$ cat src/rtl/scan_reg_bank.sv
// Parallel scan-chain register bank with functional capture, shift-length tracking and an
// optional 16-bit MISR over the scan-out bits (enabled by defining SCAN_REG_BANK_MISR_EN).
module scan_reg_bank #(
    parameter int unsigned WIDTH  = 8,
    parameter int unsigned CHAINS = 4
) (
    input  logic                    CK,
    input  logic                    RST,
    input  logic                    test_se,
    input  logic [CHAINS-1:0]       test_si,
    output logic [CHAINS-1:0]       test_so,
    input  logic [CHAINS*WIDTH-1:0] D,
    input  logic                    ENB,
    output logic [CHAINS*WIDTH-1:0] Q,
    output logic                    shift_done,
    output logic [15:0]             signature
);

    localparam int unsigned CntW = (WIDTH > 1) ? $clog2(WIDTH) : 1;
    localparam logic [CntW-1:0] CntMax = CntW'(WIDTH - 1);

    logic [CHAINS*WIDTH-1:0] q_q;
    logic [CHAINS*WIDTH-1:0] shifted;
    logic [CntW-1:0]         cnt_q;
    logic                    done_q;

    // Each chain moves toward its MSB; bit 0 takes that chain's scan-in.
    always_comb begin
        shifted = '0;
        for (int unsigned c = 0; c < CHAINS; c++) begin
            shifted[c*WIDTH] = test_si[c];
            for (int unsigned i = 1; i < WIDTH; i++) begin
                shifted[c*WIDTH+i] = q_q[c*WIDTH+i-1];
            end
        end
    end

    always_comb begin
        test_so = '0;
        for (int unsigned c = 0; c < CHAINS; c++) begin
            test_so[c] = q_q[c*WIDTH+WIDTH-1];
        end
    end

    always_ff @(posedge CK) begin
        if (RST) begin
            q_q    <= '0;
            cnt_q  <= '0;
            done_q <= 1'b0;
        end else if (test_se) begin
            q_q <= shifted;
            if (cnt_q == CntMax) begin
                cnt_q  <= '0;
                done_q <= 1'b1;
            end else begin
                cnt_q  <= cnt_q + 1'b1;
                done_q <= 1'b0;
            end
        end else begin
            if (!ENB) begin
                q_q <= D;
            end
            // Any functional cycle discards a partial shift.
            cnt_q  <= '0;
            done_q <= 1'b0;
        end
    end

    assign Q          = q_q;
    assign shift_done = done_q;

`ifdef SCAN_REG_BANK_MISR_EN
    logic [15:0] sig_q;
    logic [15:0] sig_d;
    logic [15:0] so_ext;

    // Galois-style step with polynomial x^16+x^12+x^5+1, then fold in this cycle's scan-out.
    always_comb begin
        so_ext              = '0;
        so_ext[CHAINS-1:0]  = test_so;
        sig_d = {sig_q[14:0], 1'b0} ^ (sig_q[15] ? 16'h1021 : 16'h0000) ^ so_ext;
    end

    always_ff @(posedge CK) begin
        if (RST) begin
            sig_q <= '0;
        end else if (test_se) begin
            sig_q <= sig_d;
        end
    end

    assign signature = sig_q;
`else
    assign signature = 16'h0000;
`endif

endmodule

$ cat config.mk
export PLATFORM = sky130hd
export DESIGN_NAME = scan_reg_bank
export DESIGN_NICKNAME = d
export VERILOG_FILES = /design/src/rtl/scan_reg_bank.sv
export SDC_FILE = /design/constraint.sdc
export NUM_CORES = 1
export LEC_CHECK = 0
export CAP_MARGIN = 25
export CORE_ASPECT_RATIO = 0.5
export CORE_MARGIN = 3
export CORE_UTILIZATION = 31
export DETAILED_ROUTE_END_ITERATION = 12
export HOLD_SLACK_MARGIN = 0.08
export PLACE_DENSITY = 0.68
export SLEW_MARGIN = 10
export SYNTH_ARGS = -nofsm -noshare
export SYNTH_HDL_FRONTEND = slang
export SYNTH_SLANG_ARGS = --single-unit
$ cat constraint.sdc
create_clock -name CK -period 2.9 [get_ports CK]
set_clock_uncertainty 0.05 [all_clocks]
set_input_delay 0.29 -clock CK [delete_from_list [all_inputs] [get_ports CK]]
set_output_delay 0.29 -clock CK [all_outputs]
set_load 0.01 [all_outputs]
* Word level (Yosys, flattened, before mapping)
Index checks and enable logic that the tools add are counted.
Operators by class: add/subtract/negate cells 1, equality and inequality tests 2, mux-type cells 3, bitwise operators 1, reductions and logical operators 2
Operator list (count):
- $mux W32 | 2
- $add A3 B1 Y3 const B | 1
- $eq A3 B3 Y1 const B | 1
- $reduce_or A3 Y1 | 1
- $ne A2 B2 Y1 const B | 1
- $reduce_or A2 Y1 | 1
- $mux W1 | 1
- $not A1 Y1 | 1
Word-level totals: flip-flop bits (word level) 36, input bits 40, logic and storage cells 12

* Depth between registers and ports, before layout
depth in word-level cells 2, mapped depth 4

* Worst setup path before layout
No wires, ideal clock.
path type input-to-reg, start in ENB, end reg q_q[10] (netlist: Q[10]), arrival time 844 ps, required time 2724 ps, slack 1879 ps, stages on the path 4, cell sequence buf_6 -> clkbuf_8 -> mux2i_1 -> a211oi_2
Between the ends: cells in the longest elaborated chain, start to end 1
RTL lines:
- start: declaration | line 13 | input logic ENB,
- $ne A2 B2 Y1 (no source line)
- end signal: assignment | line 51 | q_q <= shifted;
- end: declaration | line 22 | logic [CHAINS*WIDTH-1:0] q_q;
Every way passes these cells. A chain may end at the register's enable or synchronous reset.

* Worst setup path in the final report
start in test_se, end reg q_q[5] (netlist: Q[5])
Between the ends: cells in the longest elaborated chain, start to end 1, elaborated cells on any way between the ends 2, classes of those cells eq/ne: 1; mux: 1
RTL lines:
- start: declaration | line 9 | input logic test_se,
- $ne A2 B2 Y1 (no source line) / $mux W32 (equally long branches)
Parallel ways exist; a longest one is shown, timed or not.

==> results.json <==
{
  "outcome": "finished clean",
  "reg2reg_depth": 3,
  "grt_start_max_net_pins": 34,
  "cts_resized": 0,
  "rsz0062_at_grt": "no",
  "syn_avg_cell_area_um2": 11.4,
  "timing.final.crit_share_pct": 53.4,
  "n_antenna_cell": 0,
  "max_freq_mhz": 645,
  "route.detailed.drc": 0,
  "cp-start-kind": "input port",
  "num_rows": 20,
  "cts_root_buf": "clkbuf_16",
  "place.gp.congestion": 0.722,
  "cts.sinks": 36,
  "gr-total-overflow": 0,
  "slew-limit-headroom_pct": 36.3,
  "drtAntennaViolNets": 0,
  "max_cap_viol_count": 0,
  "cts_buffers": 5,
  "fp.dieH_um": 62.9,
  "viasPerCell": 4.39,
  "hold_buffers": 0,
  "core-area_um2": 6160,
  "grt_pass1_vias": 1485,
  "hold_viol": 0,
  "stdcell_area_um2": 2770,
  "vias": 1444,
  "grt_pass1_wl_um": 7270,
  "drt_iter0_drc": 24,
  "crit_path_max_fanout": 25,
  "cts_tree": "yes",
  "start_util_pct": 32.6,
  "wire_per_inst_um": 13.2,
  "hold_path_startpoint": "cnt_q[0]",
  "synthTopCellsByArea": "dfxtp_1, a211oi_2, mux2i_1, buf_4, nor2b_1",
  "drive_above_1_share_pct": 16.6,
  "r2r_start": "cnt_q[0]",
  "min_period_ns": 1.55,
  "crit_type": "input port to register",
  "cts_htree_levels": 2,
  "leakage_uw": 0.00109,
  "yosys.area.top_type": "dfxtp_1",
  "die-width_um": 120,
  "routed_wl_um": 4350,
  "clockBufferDepth": 2,
  "synth_cell_types": 19,
  "io_buffers": 76,
  "setup-violations-final": 0,
  "tns_ns": 0,
  "mostFrequentLayoutCell": "clkdlybuf4s50_1",
  "synth_seq_cells": 36,
  "dieArea_um2": 7530,
  "clk_latency_ns": 0.27,
  "synthToLayoutAreaGrowth_pct": 38.3,
  "netlist_instances": 176,
  "crit_arrival_ns": 1.62,
  "ioPinCount": 93,
  "rrSetupSlack_ns": 1.85,
  "postPlaceCellArea_um2": 2640,
  "power.density_nw_per_um2": 484,
  "grtUsageTotal_pct": 11.6,
  "hold_class": "register to register",
  "required_ns": 2.97,
  "total_power_uw": 1340,
  "drv_slew": 0,
  "max_slew.worst_pin.slew_ns": 0.956,
  "cts_setup_buffers": 0,
  "drt-pass1-iter-count": 4,
  "ir_drop_v": 0.000201,
  "yosys_warnings": 0,
  "place_hpwl_um": 3040,
  "ys_seq_area_share_pct": 36.0,
  "yosysTopAreaCellShare_pct": 36.0,
  "cp-startpoint": "test_se",
  "nNetsFinal": 283,
  "rr_endpoint": "cnt_q[2]",
  "clk_pin_slew_ns": 0.05,
  "endpoint_kind": "register",
  "antenna_found_initial": 0,
  "layout_common_cells": "clkdlybuf4s50_1, dfxtp_1, mux2i_1",
  "syn-cell-area_um2": 2000,
  "crit_path_end": "Q[5]"
}
[sequential cells by signal, indices dropped and copies added (netlist names)]
register / flops
Q: 32
cnt_q: 3
shift_done: 1
[critical path, stage by stage]
cell and delay (ns):
clkdlybuf4s50_1 0.72, buf_4 0.32, nor2b_1 0.22, a211oi_2 0.06
[cell type report]
type / count / area (um2)
Tap cell: 88 / 110
Clock inverter: 1 / 5.00
Sequential cell: 36 / 721
Fill cell: 590 / 3380
Inverter: 2 / 10.0
Clock buffer: 6 / 129
Multi-Input combinational cell: 119 / 1040
Timing Repair Buffer: 77 / 758
[worst min-delay path by stage]
stage                to  slack [ns]  cells past startpoint
2_1_floorplan  cnt_q[0]        0.36                      1
3_3_place_gp   cnt_q[0]        0.37                      1
3_5_place_dp   cnt_q[0]        0.37                      1
4_1_cts        cnt_q[0]        0.38                      1
5_1_grt        cnt_q[0]        0.43                      1
6_report       cnt_q[0]        0.38                      1
[synth_stat cells]
master and n:
buf_4 22, buf_2 2, inv_1 1, buf_6 5
and2b_1 10, clkbuf_2 1, clkbuf_8 4, nor2_1 1
nand2b_1 1, nor3b_1 2, conb_1 1, inv_4 1
a211oi_2 30, dfxtp_1 36, a211oi_1 2, nor2b_1 22
nor3_1 1, ha_1 2, mux2i_1 32
[metrics by stage]
stage	setup slack, ns	hold slack [ns]	utilization (%)	std cells
6_report	1.35	0.382	45.0	329
5_1_grt	1.23	0.427	45.0	329
4_1_cts	1.34	0.379	45.0	329
3_5_place_dp	1.06	0.372	42.8	322
3_3_place_gp	1.11	0.367	42.8	322
2_1_floorplan	1.88	0.358	-	191
[cells by family after synthesis]
logic type      count (synthesis)  synth area share [%]
compound gates                 32                  19.5
simple gates                   37                  12.1
mux                            32                  16.0
buf+inv                        36                  15.0
fa+ha+maj                       2                  1.25
other cells                     1                 0.187
flops                          36                  36.0
[where the power goes]
part           total, uW  internal [uW]  switching (uW)  leakage, uW
clock network        495            312             184    0.0000667
registers            555            530            25.9     0.000298
logic                289            165             124     0.000724
total               1340           1010             334      0.00109
[per-layer routing]
metal | track usage (%) | up-vias | part of all wire, %
li1 | - | 712 | -
met1 | 13.4 | 685 | 43
met5 | 0 | - | 0
met3 | 2.62 | 4 | 4.2
met2 | 22.1 | 43 | 53
met4 | 2.57 | 0 | 0.41
Note: power is estimated with default switching activity, not from simulation.
